===== config.mk =====
export PLATFORM = sky130hd
export DESIGN_NAME = group_drain_flat
export DESIGN_NICKNAME = d
export VERILOG_FILES = /design/src/rtl/group_drain_if.sv /design/src/rtl/group_drain.sv /design/src/flat_wrapper.sv
export SDC_FILE = /design/constraint.sdc
export NUM_CORES = 1
export LEC_CHECK = 0
export ABC_AREA = 1
export CAP_MARGIN = 20
export CORE_ASPECT_RATIO = 2
export CORE_MARGIN = 2
export CORE_UTILIZATION = 54
export CTS_BUF_LIST = sky130_fd_sc_hd__clkbuf_16
export CTS_CLUSTER_DIAMETER = 30
export DETAILED_ROUTE_END_ITERATION = 7
export PLACE_DENSITY = 0.84
export SYNTH_ARGS = -nofsm -noshare
export SYNTH_HDL_FRONTEND = slang
export SYNTH_SLANG_ARGS = --single-unit
export TNS_END_PERCENT = 5

===== constraint.sdc =====
create_clock -name clk -period 13 [get_ports clk]
set_clock_uncertainty 0.1 [all_clocks]
set_input_delay 2.6 -clock clk [delete_from_list [all_inputs] [get_ports clk]]
set_output_delay 2.6 -clock clk [all_outputs]
set_load 0.01 [all_outputs]

===== src/rtl/group_drain_if.sv =====
// Stream-side bundle of group_drain: lane results plus a capture strobe in,
// and a drained, rounded beat stream out with status flags.
interface group_drain_if #(
    parameter int GROUP_NB  = 4,
    parameter int IMG_WIDTH = 16,
    parameter int KER_WIDTH = 16,
    parameter int OUT_WIDTH = 16
);
    localparam int RES_W  = IMG_WIDTH + KER_WIDTH + 1;
    localparam int LANE_W = (GROUP_NB > 1) ? $clog2(GROUP_NB) : 1;

    logic [GROUP_NB*RES_W-1:0] result;
    logic                      last;
    logic                      busy;
    logic                      overrun;
    logic [OUT_WIDTH-1:0]      out_data;
    logic [LANE_W-1:0]         out_lane;
    logic                      out_val;
    logic                      out_rdy;

    // Producer/consumer side (drives results and ready, observes the stream)
    modport master (
        output result, last, out_rdy,
        input  busy, overrun, out_data, out_lane, out_val
    );

    // Drain block side
    modport slave (
        input  result, last, out_rdy,
        output busy, overrun, out_data, out_lane, out_val
    );
endinterface


===== src/rtl/group_drain.sv =====
// group_drain: snapshots the group accumulator lanes on a final-result strobe
// and drains them one lane per beat, rounded half-up, arithmetically shifted
// and saturated to OUT_WIDTH. All stream outputs come straight from flops.
module group_drain #(
    parameter int GROUP_NB  = 4,
    parameter int IMG_WIDTH = 16,
    parameter int KER_WIDTH = 16,
    parameter int OUT_WIDTH = 16,
    parameter int SHIFT     = 8
) (
    input  logic         clk,
    input  logic         rst,
    group_drain_if.slave bus
);
    localparam int RES_W  = IMG_WIDTH + KER_WIDTH + 1;
    localparam int EXT_W  = RES_W + 1;
    localparam int LANE_W = (GROUP_NB > 1) ? $clog2(GROUP_NB) : 1;

    localparam logic [LANE_W-1:0] LAST_LANE_C = LANE_W'(GROUP_NB - 1);
    localparam logic [LANE_W-1:0] LANE_ZERO_C = LANE_W'(0);
    localparam logic [LANE_W-1:0] LANE_ONE_C  = LANE_W'(1);

    // Half-LSB of the shifted result, added before the shift to round up.
    localparam logic signed [EXT_W-1:0] ROUND_C =
        (SHIFT > 0) ? $signed(EXT_W'(64'd1 << ((SHIFT > 0) ? (SHIFT - 1) : 0)))
                    : $signed(EXT_W'(64'd0));
    localparam logic signed [EXT_W-1:0] SAT_MAX_C =
        $signed(EXT_W'((64'd1 << (OUT_WIDTH - 1)) - 64'd1));
    // Bitwise complement of 2^(N-1)-1 is -2^(N-1).
    localparam logic signed [EXT_W-1:0] SAT_MIN_C = ~SAT_MAX_C;

    typedef enum logic [0:0] {
        ST_IDLE  = 1'b0,
        ST_DRAIN = 1'b1
    } state_t;

    state_t               state_r;
    state_t               state_next_s;
    logic [RES_W-1:0]     shadow_r [GROUP_NB];
    logic [LANE_W-1:0]    lane_r;
    logic [LANE_W-1:0]    lane_next_s;
    logic                 xfer_s;
    logic                 final_xfer_s;
    logic                 capture_s;
    logic                 drop_s;
    logic                 val_next_s;
    logic [RES_W-1:0]     sel_next_s;
    logic [OUT_WIDTH-1:0] data_next_s;
    logic [OUT_WIDTH-1:0] out_data_r;
    logic [LANE_W-1:0]    out_lane_r;
    logic                 out_val_r;
    logic                 busy_r;
    logic                 overrun_r;

    // Round half up, arithmetic shift, then clamp to the signed output range.
    function automatic logic [OUT_WIDTH-1:0] round_sat(input logic [RES_W-1:0] v);
        logic signed [EXT_W-1:0] t;
        logic [OUT_WIDTH-1:0]    r;
        t = $signed({v[RES_W-1], v}) + ROUND_C;
        t = t >>> SHIFT;
        if (t > SAT_MAX_C) begin
            r = SAT_MAX_C[OUT_WIDTH-1:0];
        end else if (t < SAT_MIN_C) begin
            r = SAT_MIN_C[OUT_WIDTH-1:0];
        end else begin
            r = t[OUT_WIDTH-1:0];
        end
        return r;
    endfunction

    // Handshake qualifiers: a beat moves while draining and the consumer is ready.
    always_comb begin
        xfer_s       = (state_r == ST_DRAIN) && bus.out_rdy;
        final_xfer_s = xfer_s && (lane_r == LAST_LANE_C);
        capture_s    = bus.last && ((state_r == ST_IDLE) || final_xfer_s);
        drop_s       = bus.last && (state_r == ST_DRAIN) && !final_xfer_s;
    end

    // State register.
    always_ff @(posedge clk) begin
        if (rst) begin
            state_r <= ST_IDLE;
        end else begin
            state_r <= state_next_s;
        end
    end

    // Next-state and next-lane selection.
    always_comb begin
        state_next_s = state_r;
        lane_next_s  = lane_r;
        case (state_r)
            ST_IDLE: begin
                if (bus.last) begin
                    state_next_s = ST_DRAIN;
                    lane_next_s  = LANE_ZERO_C;
                end else begin
                    state_next_s = ST_IDLE;
                    lane_next_s  = lane_r;
                end
            end
            ST_DRAIN: begin
                if (capture_s) begin
                    // New group arrives on the final beat: restart without a bubble.
                    state_next_s = ST_DRAIN;
                    lane_next_s  = LANE_ZERO_C;
                end else if (final_xfer_s) begin
                    state_next_s = ST_IDLE;
                    lane_next_s  = LANE_ZERO_C;
                end else if (xfer_s) begin
                    state_next_s = ST_DRAIN;
                    lane_next_s  = lane_r + LANE_ONE_C;
                end else begin
                    state_next_s = ST_DRAIN;
                    lane_next_s  = lane_r;
                end
            end
            default: begin
                state_next_s = ST_IDLE;
                lane_next_s  = LANE_ZERO_C;
            end
        endcase
    end

    // Next output values, computed from next state so the outputs can be flopped.
    always_comb begin
        val_next_s = (state_next_s == ST_DRAIN);
        if (capture_s) begin
            sel_next_s = bus.result[0 +: RES_W];
        end else begin
            sel_next_s = shadow_r[lane_next_s];
        end
        data_next_s = round_sat(sel_next_s);
    end

    // Lane pointer and shadow snapshot of the group results.
    always_ff @(posedge clk) begin
        if (rst) begin
            lane_r <= LANE_ZERO_C;
            for (int i = 0; i < GROUP_NB; i++) begin
                shadow_r[i] <= '0;
            end
        end else begin
            lane_r <= lane_next_s;
            if (capture_s) begin
                for (int i = 0; i < GROUP_NB; i++) begin
                    shadow_r[i] <= bus.result[i*RES_W +: RES_W];
                end
            end
        end
    end

    // Registered stream outputs and the sticky dropped-group flag.
    always_ff @(posedge clk) begin
        if (rst) begin
            out_data_r <= '0;
            out_lane_r <= LANE_ZERO_C;
            out_val_r  <= 1'b0;
            busy_r     <= 1'b0;
            overrun_r  <= 1'b0;
        end else begin
            out_data_r <= data_next_s;
            out_lane_r <= lane_next_s;
            out_val_r  <= val_next_s;
            busy_r     <= val_next_s;
            overrun_r  <= overrun_r | drop_s;
        end
    end

    assign bus.out_data = out_data_r;
    assign bus.out_lane = out_lane_r;
    assign bus.out_val  = out_val_r;
    assign bus.busy     = busy_r;
    assign bus.overrun  = overrun_r;
endmodule

===== src/flat_wrapper.sv =====
// flat-port wrapper written by rule: the top's interface ports become plain ports
module group_drain_flat 
#(
    parameter int GROUP_NB  = 4,
    parameter int IMG_WIDTH = 16,
    parameter int KER_WIDTH = 16,
    parameter int OUT_WIDTH = 16,
    parameter int SHIFT     = 8
)
  (clk, rst, bus_result, bus_last, bus_out_rdy, bus_busy, bus_overrun, bus_out_data, bus_out_lane, bus_out_val);
  group_drain_if #(.GROUP_NB(GROUP_NB), .IMG_WIDTH(IMG_WIDTH), .KER_WIDTH(KER_WIDTH), .OUT_WIDTH(OUT_WIDTH)) bus_i ();
  input  logic clk;
  input  logic rst;
  input wire logic [$bits(bus_i.result)-1:0] bus_result;
  input wire logic [$bits(bus_i.last)-1:0] bus_last;
  input wire logic [$bits(bus_i.out_rdy)-1:0] bus_out_rdy;
  output wire logic [$bits(bus_i.busy)-1:0] bus_busy;
  output wire logic [$bits(bus_i.overrun)-1:0] bus_overrun;
  output wire logic [$bits(bus_i.out_data)-1:0] bus_out_data;
  output wire logic [$bits(bus_i.out_lane)-1:0] bus_out_lane;
  output wire logic [$bits(bus_i.out_val)-1:0] bus_out_val;
  assign bus_i.result = bus_result;
  assign bus_i.last = bus_last;
  assign bus_i.out_rdy = bus_out_rdy;
  assign bus_busy = bus_i.busy;
  assign bus_overrun = bus_i.overrun;
  assign bus_out_data = bus_i.out_data;
  assign bus_out_lane = bus_i.out_lane;
  assign bus_out_val = bus_i.out_val;
  group_drain #(.GROUP_NB(GROUP_NB), .IMG_WIDTH(IMG_WIDTH), .KER_WIDTH(KER_WIDTH), .OUT_WIDTH(OUT_WIDTH), .SHIFT(SHIFT)) u_core (.clk(clk), .rst(rst), .bus(bus_i));
endmodule

==> impl_results.md, run 1 <==
* Status: finished, final reports clean
* Synth-to-Final Area Change at 24.8%
* Crit path capture type: register
* Vias in the first global route at 6011
* PD cells at 125 mW/mm2
* Post-synth top area share at 0.433
* Leakage dissipation at around 4 nW
* Least-Margin Pin Slew at 929 ps
* Largest net degree at the start of global routing at a little over 90
* Placed Area at 0.00841 mm2
* WL per Instance at 15.0 um
* Relative slew margins at 0.381
* CTS Buf Count at 17
* Cells after Synth at 891
* Setup_tns at 0 ps
* Routed WL at about 17000 um
* Hold/Removal Path Class: reg -> reg
* Netlist cell types at 37
* Sw Pwr at 0.000311 W
* DRC viols at 0
* Area leader, netlist: edfxtp_1
* Post-cts sizing count at 0
* Final HPWL DP at 11800 um
* Design area at 0.00899 mm2
* # hold bufs at CTS at 0
* Fin crit share at 0.550
* Critical Path Source Type: input port
* Clk pwr share at 0.391
* Worst EP required at 13180 ps
* Die Height at 167 um
* I/O Buffers at 128
* Layout cell share with drive strength beyond 1 at 0.119
* RePlAce Congestion at 0.905
* Die ar. at 0.0143 mm2
* Comb power frac at 0.187
* RSZ-0062 raised after global routing: false
* P_int at approximately 0.00081 W
* Chip width at about 86 um
* Global-route wire length before repair at 28200 um
* Most frequent cells in the layout: nand2_1 (208), inv_1 (131), nor2_1 (131)
* Initial antenna violation count at 0
* Boundary Pins at 157
* Row Count at 59
* Count of pins over their slew limit at 0
* Post-synthesis register bit count at between 100 and 150
* Final worst path period need at between 7000 and 8000 ps
* Reg2reg setup slack at 8000 ps
* Post-Syn Area at 0.00721 mm2
* Vias per std cell at 5.25
* Worst vdd ir at between 0.1 and 0.15 mV
* Routed vias at 6119
* Post-synth EDFFs at 104
* Fmax at 0.140 GHz
* Setup violators final at 0
* Worst-Skew Late Latency at 420 ps
* Most used DFF post-synth: edfxtp_1
* Clock sinks at 124
* Final Net Count at 1139
* Commonest non-fill, non-tap cell in the layout: nand2_1
* Fill count at 990
* Ys async rst share at 0
* Clock buffer depth at 2
* Synth warnings at 0
* Syn Nets at 1029
* Critical path class: in -> reg
* Root Driver: clkbuf_16
* Initial detailed-routing violation count at 535
* Total grt overflow at 0
* Critical path arrival at 7330 ps
* GRT Resource Usage Total at 0.253
* CTS tree: yes
* Post-synthesis sequential area ratio at 0.489
* Antenna Nets Post-Route at 0
* Post-CTS setup buffers at 0
* Ant. Diodes at 0
* Initial core utilization at 0.555
* Critical path peak fanout at 38
* Dominant cells by area after synthesis: edfxtp_1 (43%), nand2_1 (11%), nand3_1 (8.8%), inv_1 (6.8%), nor2_1 (6.8%)
* Net Sw Frac at 0.276
* Max-cap viol count at 0
* Synth Area per Inst at just over 8 um2
* H-tree levels at 4
* Core Area at roughly 0.013 mm2
* Hold Vio Cnt, Final at 0
* Reg power frac at 0.422
* Clock-pin slew on the worst setup and hold paths at around 60 ps
* DR pass1 iterations at 5
==> layout make-up <==
cell class / count / area, um2 / area share
sequential: 124 / 3520 / 0.392
multi-input combinational: 591 / 2880 / 0.321
inverter: 134 / 504 / 0.0561
timing repair buffer: 133 / 1340 / 0.149
clock buffer: 17 / 425 / 0.0473
tap: 152 / 190 / 0.0212
clock inverter: 15 / 125 / 0.0139
==> path summary, 6_finish.rpt <==
path,cells past startpoint,to,startpoint
setup / recovery,22,u_core.bus.out_data[5],bus_out_rdy
hold reg to reg,1,u_core.bus.overrun,u_core.bus.overrun
hold / removal,1,u_core.bus.overrun,u_core.bus.overrun
setup reg to reg,22,u_core.bus.out_data[5],u_core.lane_r[0]
==> worst max-delay path, stage by stage <==
cell             delay (ps)
clkdlybuf4s50_1         530
nand2_1                 130
nand2_2                  90
nand2_4                 390
clkinv_2                600
nor2_4                  740
nand3_1                 150
nand2_1                  80
nand2_1                  60
o21ai_2                 120
ha_1                    250
nand3_2                 160
nor2_4                  180
inv_1                    80
nor2_2                  280
nand2_1                 100
nand2_1                  80
nand4_1                  80
nor2_1                  140
nand3_2                 120
nand2_4                 210
a21oi_1                 110
==> power groups by stage <==
stage          clock network (W)  logic, W  registers, W
6_report                0.000440  0.000210      0.000474
5_1_grt                 0.000460  0.000233      0.000477
2_1_floorplan                  0  0.000135      0.000486
4_1_cts                 0.000442  0.000209      0.000475
3_3_place_gp                   0  0.000204      0.000481
3_5_place_dp                   0  0.000206      0.000482
==> flip-flops by register name, summed over array words and instances (netlist names) <==
signal               cells
u_core.bus.overrun       1
u_core.shadow_r        104
u_core.bus.out_val       1
u_core.bus.out_data     16
u_core.lane_r            2
==> cells in the mapped netlist, types with 4 or more instances <==
library cell  instances
nand2_1             210
inv_1               131
nor2_1              131
nand3_1             126
edfxtp_1            104
nand2_2              27
dfxtp_1              20
nor2_2               16
clkbuf_1             14
a21oi_1              11
a21oi_2              11
nand3_2              11
buf_2                 9
buf_6                 7
xnor2_1               7
buf_4                 5
nand2_4               5
nand4_1               5
nor2_4                5
xor2_1                5
buf_8                 4
o211ai_1              4
==> kinds of logic (layout without fill, tap and decap cells) <==
logic type / Yosys count / in the layout / share of synthesized area
and+or+nand+nor: 544 / 544 / 0.349
buffers and inverters: 176 / 299 / 0.112
DFF: 124 / 124 / 0.489
AOI/OAI and AO/OA: 33 / 33 / 0.0319
xor gates and xnor gates: 12 / 12 / 0.0146
adders and majority gates: 2 / 2 / 0.00347
==> metal layers <==
metal / GRT usage / part of all wire / routed length [um] / vias up
met2: 0.451 / 0.56 / 9720 / 265
met5: 0 / 0 / 0 / -
li1: - / - / - / 3043
met4: 0.126 / 0.034 / 601 / 0
met1: 0.278 / 0.35 / 6130 / 2767
met3: 0.0522 / 0.059 / 1040 / 44
==> per-stage QoR <==
stage	hold WS (ps)	instances	setup slack [ps]	utilization	total power, W
3_3_place_gp	351	1133	5590	0.648	0.000685
3_5_place_dp	359	1133	5510	0.648	0.000689
6_report	366	1166	5850	0.692	0.00112
4_1_cts	372	1165	5890	0.690	0.00113
5_1_grt	404	1166	5500	0.692	0.00117
2_1_floorplan	409	891	6980	-	0.000621
No activity file was read; power rests on OpenSTA's default activity.
==> inputs of run 2 (changes only) <==
--- a/config.mk
+++ b/config.mk
@@ -9,11 +9,11 @@
 export CAP_MARGIN = 20
 export CORE_ASPECT_RATIO = 2
 export CORE_MARGIN = 2
-export CORE_UTILIZATION = 54
+export CORE_UTILIZATION = 47
 export CTS_BUF_LIST = sky130_fd_sc_hd__clkbuf_16
 export CTS_CLUSTER_DIAMETER = 30
 export DETAILED_ROUTE_END_ITERATION = 7
-export PLACE_DENSITY = 0.84
+export PLACE_DENSITY = 0.78
 export SYNTH_ARGS = -nofsm -noshare
 export SYNTH_HDL_FRONTEND = slang
 export SYNTH_SLANG_ARGS = --single-unit
==> constraint.sdc (replaced) <==
create_clock -name clk -period 6.35 [get_ports clk]
set_clock_uncertainty 0.1 [all_clocks]
set_input_delay 1.27 -clock clk [delete_from_list [all_inputs] [get_ports clk]]
set_output_delay 1.27 -clock clk [all_outputs]
set_load 0.01 [all_outputs]
==> run 2 against run 1 <==
Total power is 110% higher. Flip-flop and latch count stayed put. Via count is 1.6% lower. Wire length is 4.2% lower. First-iteration DRC count is 30% lower. Worst setup slack worse by 4500 ps. Critical path depth is 3 lower. Cell count is 4.3% higher.
==> impl_results.md, run 2 (synthesis results as in run 1) <==
* Worst hold path depth at 1 (unchanged)
* Row Count at 64 (was 59)
* Total power draw at 0.00237 W (was 0.00112 W)
* Placed Instances at 1184 (was 1133)
* Hold Vio Cnt, Final at 0 (unchanged)
* Die Height at 179 um (was 167 um)
* H-tree levels at 4 (unchanged)
* Root Driver: clkbuf_16 (unchanged)
* Most frequent cells in the layout: nand2_1 (208), inv_1 (131), nor2_1 (131) (unchanged)
* Routed WL at 16800 um (was 17500 um)
* CTS Buf Count at 17 (unchanged)
* GRT Resource Usage Total at 0.212 (was 0.253)
* Global-route wire length before repair at 27400 um (was 28200 um)
* Critical path peak fanout at 38 (unchanged)
* CP dominant cell by count: nand3_1 (was nand2_1)
* Clock buffer depth at 2 (unchanged)
* Fin cells at 1216 (was 1166)
* Chip width at 91.6 um (was 85.7 um)
* Worst vdd ir at 0.195 mV (was 0.132 mV)
* Post-cts sizing count at 0 (unchanged)
* Initial antenna violation count at 0 (unchanged)
* Top routing layer used: met4 (unchanged)
* Critical Path Source Type: input port (unchanged)
* Reg2Reg Capture Point: u_core.bus.out_data[8] (was u_core.bus.out_data[5])
* Antenna Nets Post-Route at 0 (unchanged)
* Core Area at 0.0151 mm2 (was 0.0130 mm2)
* Reg with most FFs: u_core.shadow_r (unchanged)
* Critical path arrival at 5190 ps (was 7330 ps)
* Final Net Count at 1143 (was 1139)
* Pre-CTS setup slack at 925 ps (was 5510 ps)
* Slowest-stage cell, CP: clkdlybuf4s50_1 (was nor2_4)
* Worst EP required at 6540 ps (was 13180 ps)
* Fin crit share at 0.787
* Highest cell delay on the worst timing path at 530 ps (was 740 ps)
* Largest net degree at the start of global routing at 92 (was 93)
* Metal2 WL at 8900 um (was 9720 um)
* Clock sinks at 124 (unchanged)
* Total grt overflow at 0 (unchanged)
* Design area at 0.00910 mm2 (was 0.00899 mm2)
* Critical path class: in -> reg (unchanged)
* Commonest non-fill, non-tap cell in the layout: nand2_1 (unchanged)
* Least-Margin Pin Slew at 965 ps (was 929 ps)
* I/O Buffers at 128 (unchanged)
* Reg2reg path depth at 19 (was 22)
* Initial detailed-routing violation count at 376 (was 535)
* CTS tree: yes (unchanged)
* Hold Path End: u_core.bus.overrun (unchanged)
* Final HPWL DP at 11800 um (about the same)
* Initial core utilization at 0.476 (was 0.555)
* Worst-Skew Late Latency at 430 ps (was 420 ps)
* Leakage dissipation at 4.03 nW (was 4.00 nW)
* Ant. Diodes at 0 (unchanged)
* Post-CTS setup buffers at 0 (unchanged)
* Vias in the first global route at 5830 (was 6011)
* Min-delay src: u_core.bus.overrun (unchanged)
* Fmax at 0.200 GHz
* Placed Area at 0.00851 mm2 (was 0.00841 mm2)
* PD cells at 260 mW/mm2 (was 125 mW/mm2)
* Clock-pin slew on the worst setup and hold paths at 60 ps (about the same)
* Count of pins over their slew limit at 0 (unchanged)
* RePlAce Congestion at 0.899 (was 0.905)
* Synth-to-Final Area Change at 26.3% (was 24.8%)
* WL per Instance at 13.8 um (was 15.0 um)
* Boundary Pins at 157 (unchanged)
* Critical Path, Cell by Cell: clkdlybuf4s50_1 > nand2_1 > nand2_2 > nand2_4 > nand4_4 > nand3_1 > nand3_1 > o21ai_2 > ha_1 > nand3_2 > nor2_4 > nand2_2 > nor2_4 > xor2_1 > nand3_1 > nor2_2 > nand3_2 > nand2_4 > a21oi_1 (was clkdlybuf4s50_1 > nand2_1 > nand2_2 > nand2_4 > clkinv_2 > nor2_4 > nand3_1 > nand2_1 > nand2_1 > o21ai_2 > ha_1 > nand3_2 > nor2_4 > inv_1 > nor2_2 > nand2_1 > nand2_1 > nand4_1 > nor2_1 > nand3_2 > nand2_4 > a21oi_1)
* Setup violators final at 0 (unchanged)
* Vias per std cell at 4.95 (was 5.25)
* Die ar. at 0.0164 mm2 (was 0.0143 mm2)
* Reg2reg setup slack at 2170 ps (was 8000 ps)
* Max reg flops at 104 (unchanged)
* Max-cap viol count at 0 (unchanged)
* RSZ-0062 raised after global routing: false (unchanged)
* Final worst path period need at 5000 ps
* Layout cell share with drive strength beyond 1 at 0.126 (was 0.119)
* DRC viols at 0 (unchanged)
* Routed vias at 6020 (was 6119)
* Crit path capture type: register (unchanged)
* Final WS setup at 1350 ps (was 5850 ps)
* Hold/Removal Path Class: reg -> reg (unchanged)
* Setup_tns at 0 ps (unchanged)
* Relative slew margins at 0.356 (was 0.381)
* DR pass1 iterations at 5 (unchanged)
* Status: finished, final reports clean (unchanged)
* FF-to-FF Start: u_core.lane_r[0] (unchanged)
* M1 wire length at 6830 um (was 6130 um)
* Met3 wire length at 710 um (was 1040 um)
* # hold bufs at CTS at 0 (unchanged)
## run 2: worst max-delay path: cells and delay by family
kind | cells | cell delay (ps)
AND/OR/NAND/NOR | 14 | 2640
buffers and inverters | 1 | 530
adder cells (fa/ha/maj) | 1 | 250
XOR/XNOR | 1 | 250
AO/OA/AOI/OAI | 2 | 230
## run 2: power breakdown
part	switching [W]	internal [W]
Sequential	0.0000184	0.000953
Clock	0.000386	0.000583
Combinational	0.000249	0.000179
Total	0.000653	0.00171
## run 2: final cells by class
cell class | instances | area (um2)
fillers | 1278 | 6040
flip-flops and latches | 124 | 3520
multi-input cells | 591 | 2880
repair buffers | 137 | 1350
inverters | 134 | 504
clock buffers | 17 | 425
well taps | 198 | 248
clock inverters | 15 | 165
## run 2: how the worst max path moves through the flow
| stage | start | end | slack [ps] | depth (start not counted) |
|---|---|---|---|---|
| 6_report | bus_out_rdy | u_core.bus.out_data[8] | 1350 | 19 |
| 5_1_grt | bus_out_rdy | u_core.bus.out_data[5] | 970 | 20 |
| 4_1_cts | bus_out_rdy | u_core.bus.out_data[8] | 1360 | 19 |
| 3_5_place_dp | bus_out_rdy | u_core.bus.out_data[8] | 920 | 19 |
| 3_3_place_gp | bus_out_rdy | u_core.bus.out_data[4] | 1020 | 19 |
| 2_1_floorplan | bus_out_rdy | u_core.shadow_r[0][10] | 1660 | 6 |
## run 2: layer usage
| metal | up-vias | track usage |
|---|---|---|
| met5 | - | 0 |
| met4 | 0 | 0.0890 |
| met3 | 28 | 0.0383 |
| met2 | 195 | 0.377 |
| met1 | 2744 | 0.248 |
| li1 | 3053 | - |
## run 2: stage by stage
| step | util | hold WS (ps) |
|---|---|---|
| 3_3_place_gp | 0.562 | 353 |
| 5_1_grt | 0.601 | 393 |
| 6_report | 0.601 | 366 |
| 2_1_floorplan | - | 409 |
| 4_1_cts | 0.601 | 371 |
| 3_5_place_dp | 0.562 | 357 |
